File: src/rtl/fll_trim_controller.sv
// FLL trim controller: measures DCO cycles per reference period and steps a
// saturating binary trim code toward `div`, driving a thermometer trim bus.
module fll_trim_controller #(
  parameter int DIV_WIDTH  = 5,
  parameter int TRIM_WIDTH = 26,
  parameter int CODE_WIDTH = 5,
  parameter int CNT_WIDTH  = 8,
  parameter int TOL        = 1,
  parameter int LOCK_COUNT = 4,
  parameter int INIT_CODE  = 13
) (
  input  logic                  clock,
  input  logic                  reset,
  input  logic                  enable,
  input  logic                  osc,
  input  logic [DIV_WIDTH-1:0]  div,
  input  logic [1:0]            mode,
  input  logic [TRIM_WIDTH-1:0] ext_trim,
  output logic [TRIM_WIDTH-1:0] trim,
  output logic [CODE_WIDTH-1:0] trim_code,
  output logic                  locked,
  output logic                  ref_lost,
  output logic [CNT_WIDTH-1:0]  count_last
);

  localparam int STREAK_W = $clog2(LOCK_COUNT + 1);
  localparam logic [CNT_WIDTH-1:0]  CNT_MAX    = '1;
  localparam logic signed [CNT_WIDTH:0] TOL_S  = (CNT_WIDTH + 1)'(TOL);
  localparam logic [CODE_WIDTH-1:0] CODE_MAX   = CODE_WIDTH'(TRIM_WIDTH);
  localparam logic [CODE_WIDTH-1:0] CODE_INIT  = CODE_WIDTH'(INIT_CODE);
  localparam logic [STREAK_W-1:0]   STREAK_MAX = STREAK_W'(LOCK_COUNT);

  logic                  osc_meta_q, osc_meta_d;
  logic                  osc_sync_q, osc_sync_d;
  logic                  osc_prev_q, osc_prev_d;
  logic                  ref_edge_q, ref_edge_d;
  logic [CNT_WIDTH-1:0]  cnt_q, cnt_d;
  logic [CNT_WIDTH-1:0]  count_last_q, count_last_d;
  logic [CODE_WIDTH-1:0] code_q, code_d;
  logic [STREAK_W-1:0]   streak_q, streak_d;
  logic                  locked_q, locked_d;
  logic                  ref_lost_q, ref_lost_d;
  logic                  first_q, first_d;
  logic [TRIM_WIDTH-1:0] trim_q, trim_d;

  logic [TRIM_WIDTH-1:0] therm;
  logic [TRIM_WIDTH-1:0] therm_init;
  logic signed [CNT_WIDTH:0] err;

  genvar gi;
  generate
    for (gi = 0; gi < TRIM_WIDTH; gi++) begin : g_therm
      assign therm[gi]      = (code_q > CODE_WIDTH'(gi));
      assign therm_init[gi] = (CODE_INIT > CODE_WIDTH'(gi));
    end
  endgenerate

  always_comb begin
    osc_meta_d   = osc;
    osc_sync_d   = osc_meta_q;
    osc_prev_d   = osc_sync_q;
    ref_edge_d   = osc_sync_q & ~osc_prev_q;
    cnt_d        = cnt_q;
    count_last_d = count_last_q;
    code_d       = code_q;
    streak_d     = streak_q;
    locked_d     = locked_q;
    ref_lost_d   = ref_lost_q;
    first_d      = first_q;
    trim_d       = (mode == 2'b01) ? ext_trim : therm;

    err = $signed({1'b0, cnt_q}) -
          $signed({{(CNT_WIDTH + 1 - DIV_WIDTH){1'b0}}, div});

    if (!enable) begin
      cnt_d      = '0;
      streak_d   = '0;
      locked_d   = 1'b0;
      ref_lost_d = 1'b0;
      first_d    = 1'b1;
    end else if (ref_edge_q) begin
      // An edge always restarts the period, even when the counter saturated.
      cnt_d = CNT_WIDTH'(1);
      if (first_q) begin
        first_d    = 1'b0;
        ref_lost_d = 1'b0;
      end else begin
        count_last_d = cnt_q;
        if (div < DIV_WIDTH'(2)) begin
          streak_d = '0;
          locked_d = 1'b0;
        end else if (err > TOL_S) begin
          streak_d = '0;
          locked_d = 1'b0;
          if (mode == 2'b00 && code_q < CODE_MAX) code_d = code_q + CODE_WIDTH'(1);
        end else if (err < -TOL_S) begin
          streak_d = '0;
          locked_d = 1'b0;
          if (mode == 2'b00 && code_q != '0) code_d = code_q - CODE_WIDTH'(1);
        end else begin
          if (streak_q != STREAK_MAX) streak_d = streak_q + STREAK_W'(1);
          locked_d = (streak_d == STREAK_MAX);
        end
      end
    end else begin
      cnt_d = (cnt_q == CNT_MAX) ? cnt_q : cnt_q + CNT_WIDTH'(1);
      // Saturated counter with no edge: reference considered lost, re-arm.
      if (cnt_q == CNT_MAX) begin
        ref_lost_d = 1'b1;
        streak_d   = '0;
        locked_d   = 1'b0;
        first_d    = 1'b1;
      end
    end
  end

  always_ff @(posedge clock) begin
    if (reset) begin
      osc_meta_q   <= 1'b0;
      osc_sync_q   <= 1'b0;
      osc_prev_q   <= 1'b0;
      ref_edge_q   <= 1'b0;
      cnt_q        <= '0;
      count_last_q <= '0;
      code_q       <= CODE_INIT;
      streak_q     <= '0;
      locked_q     <= 1'b0;
      ref_lost_q   <= 1'b0;
      first_q      <= 1'b1;
      trim_q       <= therm_init;
    end else begin
      osc_meta_q   <= osc_meta_d;
      osc_sync_q   <= osc_sync_d;
      osc_prev_q   <= osc_prev_d;
      ref_edge_q   <= ref_edge_d;
      cnt_q        <= cnt_d;
      count_last_q <= count_last_d;
      code_q       <= code_d;
      streak_q     <= streak_d;
      locked_q     <= locked_d;
      ref_lost_q   <= ref_lost_d;
      first_q      <= first_d;
      trim_q       <= trim_d;
    end
  end

  assign trim       = trim_q;
  assign trim_code  = code_q;
  assign locked     = locked_q;
  assign ref_lost   = ref_lost_q;
  assign count_last = count_last_q;

endmodule

File: config.mk
export PLATFORM = sky130hd
export DESIGN_NAME = fll_trim_controller
export DESIGN_NICKNAME = d
export VERILOG_FILES = /design/src/rtl/fll_trim_controller.sv
export SDC_FILE = /design/constraint.sdc
export NUM_CORES = 1
export LEC_CHECK = 0
export CAP_MARGIN = 20
export CELL_PAD_IN_SITES_DETAIL_PLACEMENT = 1
export CELL_PAD_IN_SITES_GLOBAL_PLACEMENT = 1
export CORE_ASPECT_RATIO = 1.1
export CORE_UTILIZATION = 37
export CTS_CLUSTER_DIAMETER = 100
export DETAILED_ROUTE_END_ITERATION = 7
export PLACE_DENSITY = 0.9
export RECOVER_POWER = 50
export SLEW_MARGIN = 20
export SYNTH_ARGS = -nofsm -noshare
export SYNTH_HDL_FRONTEND = slang
export SYNTH_SLANG_ARGS = --single-unit
export TNS_END_PERCENT = 20
File: constraint.sdc
create_clock -name clock -period 9.4 [get_ports clock]
set_clock_uncertainty 0.15 [all_clocks]
set_input_delay 2.82 -clock clock [delete_from_list [all_inputs] [get_ports clock]]
set_output_delay 2.82 -clock clock [all_outputs]
set_load 0.01 [all_outputs]
==> results_dict.tcl, run 1 <==
set metrics [dict create \
    clkSinkCount 57 \
    slew_headroom_pct 26.6 \
    area_growth_pct 35.6 \
    hpwl_um 6080 \
    clk_latency_ps 330 \
    cp_cell_sequence "clkdlybuf4s50_1, inv_1, ha_1, xnor2_1, nand2_1, o22ai_2, a21oi_1, o31ai_4, mux2i_1, nor3_1, or3b_1" \
    yosys-top-cells-count "57 x dfxtp_1, 50 x nand2_1, 31 x a21oi_1, 27 x nor2_1, 19 x nand3_1" \
    hold_viol 0 \
    post-route-period-util_pct 60.1 \
    io_buffers 77 \
    grt.total_usage_pct 22.7 \
    start_util_pct 39.1 \
    grt-ovfl-total 0 \
    worstMarginPinSlew_ps 1100 \
    synth_edf_count 0 \
    violations "design-rule violations" \
    syn_inst 345 \
    grt_setup_unrepaired "no" \
    dieArea_um2 7920 \
    tritoncts "built" \
    cts_max_path_buffers 2 \
    antenna_cells 0 \
    wirelength_um 8420 \
    yosys-top-cells-area "dfxtp_1 41%, ha_1 6.7%, nand2_1 6.7%" \
    cts_resized 0 \
    finalWeightedCongestion 0.776 \
    drc 7 \
    stdcell_count 504 \
    setup_violations 0 \
    synth_ff_type "dfxtp_1" \
    synth_cell_types 46 \
    cts_setup_buffers 0 \
    die_height_um 93.3 \
    ant_nets 0 \
    synth_top_area_cell "dfxtp_1" \
    finalNetCount 468 \
    max_stage_delay_ps 480 \
    io_pins 78 \
    required_ps 9460 \
    clk_pin_slew_ps 60 \
    status "finished, violations left" \
    synth_fp_nets 397 \
    hold_depth 1 \
    drt_iter0_markers 121 \
    layout-drive-gt1-share_pct 4.77 \
    finalCriticalPeriod_ps 5640 \
    grt_pass1_wl_um 14100 \
    p_leak_nw 1.46 \
    netlist.area_leader.share_pct 40.7 \
    synth_seq_area_share_pct 40.7 \
    wl_per_cell_um 16.7 \
    cp_num_cells 11 \
    synthArstFlopShare_pct 0 \
    power.density_nw_per_um2 136 \
    postCtsHoldBufs 0 \
    ys_ff_latch 57 \
    cp_top_family "compound AO/OA/AOI/OAI gates" \
    yosys_warnings 0 \
    synth.most_common_cell "dfxtp_1" \
    slowest_stage "clkdlybuf4s50_1" \
    max_freq_ghz 0.177 \
    core_um2 7170 \
    synth_area_per_cell_um2 8.12 \
    place_inst 490 \
    worst_ir_drop_vdd_v 0.0000671 \
    first_pass_iters 7 \
    path_class "in2reg" \
    setup_slack_ps 3760 \
    synthesis.area_um2 2800 \
    cap_violations 0 \
    placement_rows 32 \
    num_vias 2760 \
    worstPathBufferInverterCount 2 \
    antenna_found_initial 0 \
    path_max_fanout 8 \
    grt_max_degree 32 \
    hp-class "reg2reg" \
    via_per_inst 5.48 \
    cp-start-kind "input pin" \
    arrival_ps 5710 \
    cts_root_buffer "clkbuf_8" \
    fp.dieW_um 85.0 \
    cts_buffers 9 \
    end_kind "flop" \
    n_fill_cell 841 \
    dp_slack_ps 3500 \
    slew_viol_final 0 \
    cts_max_level 3 \
    rr_worst_depth 9 \
    grt_pass1_vias 2895 \
    fin_setup_tns_ps 0 \
]
## final timing paths
kind                   start            to  slack, ps
hold / removal    osc_prev_q    ref_edge_q        240
setup / recovery      div[2]  trim_code[2]       3760
setup reg to reg    cnt_q[2]  trim_code[2]       6300
hold reg to reg   osc_prev_q    ref_edge_q        240
## area by class of cell
class                           count  area (um^2)  area share [%]
Clock inverter                      4         45.0            1.19
Clock buffer                       10          138            3.62
Tap cell                           85          106            2.80
Multi-Input combinational cell    257         1540            40.6
Timing Repair Buffer               78          778            20.5
Inverter                           13         48.8            1.28
Sequential cell                    57         1140            30.0
## metrics by stage
stage | instance area, um^2 | hold WS [ps] | total power [mW] | utilization [%]
2_1_floorplan | 2800 | 217 | 0.276 | -
3_3_place_gp | 3620 | 222 | 0.302 | 50.5
3_5_place_dp | 3620 | 231 | 0.304 | 50.5
4_1_cts | 3800 | 239 | 0.520 | 53.0
5_1_grt | 3800 | 242 | 0.536 | 53.0
6_report | 3800 | 239 | 0.516 | 53.0
## worst register-to-register path, cell delays in order (launching register included)
cell and delay (ps):
dfxtp_1 480, ha_1 350, xnor2_1 250, nand2_1 110, o22ai_2 210, a21oi_1 140
o31ai_4 470, mux2i_1 380, nor3_1 70, or3b_1 380
## registers in the layout, summed over array words and instances, names as in the netlist
| name | flops |
|---|---|
| trim | 26 |
| count_last | 8 |
| trim_code | 5 |
| osc_prev_q | 1 |
| streak_q | 3 |
| ref_lost | 1 |
| osc_prev_d | 1 |
| first_q | 1 |
| osc_meta_q | 1 |
| locked | 1 |
| cnt_q | 8 |
| ref_edge_q | 1 |
## cell usage in the layout (no fill, tap or decap), types with 4 or more instances in the layout
master	synthesis	routed
a31oi_1	4	4
nand4_1	4	4
o22ai_1	7	7
and3_1	5	5
o211ai_1	7	7
ha_1	15	15
inv_1	13	13
clkdlybuf4s50_1	0	40
nand2_1	50	50
xnor2_1	6	6
nor2_1	27	27
clkbuf_8	0	10
nand3_1	19	19
o21ai_0	11	11
nand2b_1	5	5
nor3_1	11	11
dlygate4sd3_1	0	37
nor2b_1	11	11
dfxtp_1	57	57
a21oi_1	31	31
mux2i_1	5	5
## cell families after synthesis
logic type / count (synthesis) / share of synthesized area, %
AO/OA/AOI/OAI: 82 / 18.7
XOR/XNOR: 9 / 2.81
adder cells (fa/ha/maj): 15 / 6.70
buffers and inverters: 31 / 4.20
flip-flops: 57 / 40.7
multiplexers: 5 / 1.79
AND/OR/NAND/NOR: 146 / 25.1
## power breakdown
group	switching, mW	internal [mW]	total, mW
sequential	0.00182	0.246	0.248
clock	0.0934	0.125	0.219
combinational	0.0239	0.0259	0.0498
## metal layers
layer	vias up	wire length [um]	share of wire [%]	track usage, %
met5	-	0	0	0
met1	1330	3670	44	27.3
met2	71	4230	50	39.4
met4	0	112	1.3	9.89
li1	1350	-	-	-
met3	9	406	4.8	4.15
No activity file was read; power rests on OpenSTA's default activity.
==> run 2, diff against run 1 <==
--- a/config.mk
+++ b/config.mk
@@ -9,10 +9,10 @@
 export CELL_PAD_IN_SITES_DETAIL_PLACEMENT = 1
 export CELL_PAD_IN_SITES_GLOBAL_PLACEMENT = 1
 export CORE_ASPECT_RATIO = 1.1
-export CORE_UTILIZATION = 37
+export CORE_UTILIZATION = 35
 export CTS_CLUSTER_DIAMETER = 100
 export DETAILED_ROUTE_END_ITERATION = 7
-export PLACE_DENSITY = 0.9
+export PLACE_DENSITY = 0.86
 export RECOVER_POWER = 50
 export SLEW_MARGIN = 20
 export SYNTH_ARGS = -nofsm -noshare
==> constraint.sdc (replaced) <==
create_clock -name clock -period 5.4 [get_ports clock]
set_clock_uncertainty 0.15 [all_clocks]
set_input_delay 1.62 -clock clock [delete_from_list [all_inputs] [get_ports clock]]
set_output_delay 1.62 -clock clock [all_outputs]
set_load 0.01 [all_outputs]
==> run 2 against run 1 <==
  * The run now ends clean
  * Flip-flop and latch count unchanged
  * Setup slack worse by 2800 ps
  * Combinational power up 76%
  * First-iteration DRC count down 36%
  * Final area up 0.92%
  * Hold slack better by 22 ps
  * Highest routed layer unchanged
  * Clock power up 78%
  * Utilization down 2.5 points
  * Largest cell class unchanged
==> results_dict.tcl, run 2 (synthesized netlist as in run 1, its figures left out) <==
set metrics [dict create \
    fin_util_pct 50.5 \
    hold_viol 0 \
    grt_max_degree 29 \
    rr_worst_depth 9 \
    grt_setup_unrepaired "no" \
    setup_violations 0 \
    worst_ir_drop_vdd_v 0.000156 \
    arrival_ps 4540 \
    cap_violations 0 \
    status "complete, no violations" \
    cp_top_family "compound AO/OA/AOI/OAI gates" \
    slew_headroom_pct 15.0 \
    dieArea_um2 8370 \
    mostFrequentLayoutCell "dfxtp_1" \
    p_switching_mw 0.210 \
    antenna_cells 0 \
    max_stage_delay_ps 490 \
    cp_cell_sequence "clkdlybuf4s50_1, inv_1, ha_1, xnor2_1, nand2_1, o22ai_2, a21oi_1, o31ai_4, a2bb2oi_2, nor3_1, or3b_1" \
    p_clk_share_pct 42.9 \
    finalNetCount 469 \
    path_max_fanout 8 \
    finalCriticalPeriod_ps 4470 \
    cts_setup_buffers 0 \
    finalWeightedCongestion 0.794 \
    hold_depth 1 \
    start_util_pct 36.9 \
    path_class "in2reg" \
    largest_reg_flops 26 \
    ant_nets 0 \
    p_sw_share_pct 23.1 \
    max_freq_ghz 0.224 \
    hpwl_um 6110 \
    cp-start-kind "input pin" \
    die_height_um 95.8 \
    hp-class "reg2reg" \
    clk_pin_slew_ps 60 \
    wirelength_um 8680 \
    io_pins 78 \
    io_buffers 77 \
    final_cell_mix "57 x dfxtp_1, 50 x nand2_1, 40 x clkdlybuf4s50_1, 37 x dlygate4sd3_1, 31 x a21oi_1" \
    via_per_inst 5.28 \
    fp.dieW_um 87.3 \
    grt.total_usage_pct 21.7 \
    drt_iter0_markers 78 \
    cts_max_path_buffers 2 \
    tritoncts "built" \
    clkSinkCount 57 \
    fin_setup_tns_ps 0 \
    internal_power_mw 0.698 \
    wl_per_cell_um 16.5 \
    worstMarginPinSlew_ps 1280 \
    cts_root_buffer "clkbuf_8" \
    clk_latency_ps 340 \
    grt_pass1_vias 2868 \
    p_comb_share_pct 9.6 \
    slew_viol_final 0 \
    postCtsHoldBufs 0 \
    required_ps 5470 \
    cp_num_cells 11 \
    dp_slack_ps 709 \
    power.density_nw_per_um2 237 \
    layout-drive-gt1-share_pct 4.50 \
    setup_slack_ps 928 \
    grt_pass1_wl_um 14000 \
    cts_buffers 9 \
    placement_rows 33 \
    slowest_stage "o31ai_4" \
    cts_max_level 3 \
    drc 0 \
    post-route-period-util_pct 82.8 \
    num_vias 2785 \
    area_growth_pct 36.9 \
    grt-ovfl-total 0 \
    cts_resized 0 \
    core_um2 7600 \
    first_pass_iters 4 \
    p_leak_nw 1.46 \
    worstPathBufferInverterCount 2 \
    p_seq_share_pct 47.5 \
    antenna_found_initial 0 \
    end_kind "flop" \
]
## run 2: cell count changes in the layout (fill, tap and decap cells not counted), sizes merged
cell,before,now
clkinv,3,2
clkbuf,10,14
## run 2: area by class of cell
class                   instances  area, um^2
clock buffers                  13         149
repair buffers                 79         782
clock inverters                 3        40.0
well taps                     105         131
multi-input cells             257        1540
inverters                      13        48.8
flip-flops and latches         57        1140
fillers                       944        3760
## run 2: layer usage
metal | global-route usage, % | vias to the layer above | routed length (um)
met5 | 0 | - | 0
met4 | 8.20 | 0 | 206
met3 | 5.32 | 22 | 372
met2 | 37.2 | 81 | 4260
met1 | 26.2 | 1324 | 3840
li1 | - | 1358 | -
## run 2: path summary, 6_finish.rpt
| kind | slack [ps] | to | start |
|---|---|---|---|
| setup reg to reg | 2300 | trim_code[3] | cnt_q[2] |
| hold reg to reg | 260 | ref_edge_q | osc_prev_q |
| setup / recovery | 930 | trim_code[3] | div[2] |
| hold / removal | 260 | ref_edge_q | osc_prev_q |
## run 2: power by group through the flow
| stage | combinational [mW] | clock [mW] | sequential (mW) |
|---|---|---|---|
| 2_1_floorplan | 0.0373 | 0 | 0.443 |
| 3_3_place_gp | 0.0855 | 0 | 0.440 |
| 3_5_place_dp | 0.0878 | 0 | 0.440 |
| 4_1_cts | 0.0900 | 0.396 | 0.431 |
| 5_1_grt | 0.0955 | 0.411 | 0.431 |
| 6_report | 0.0875 | 0.389 | 0.431 |
## run 2: metrics by stage
stage	hold WS, ps	instance area (um^2)	power, mW	std cells
2_1_floorplan	217	2800	0.480	345
3_3_place_gp	224	3650	0.526	511
3_5_place_dp	225	3650	0.528	511
4_1_cts	263	3840	0.918	527
5_1_grt	263	3830	0.938	527
6_report	262	3830	0.907	527
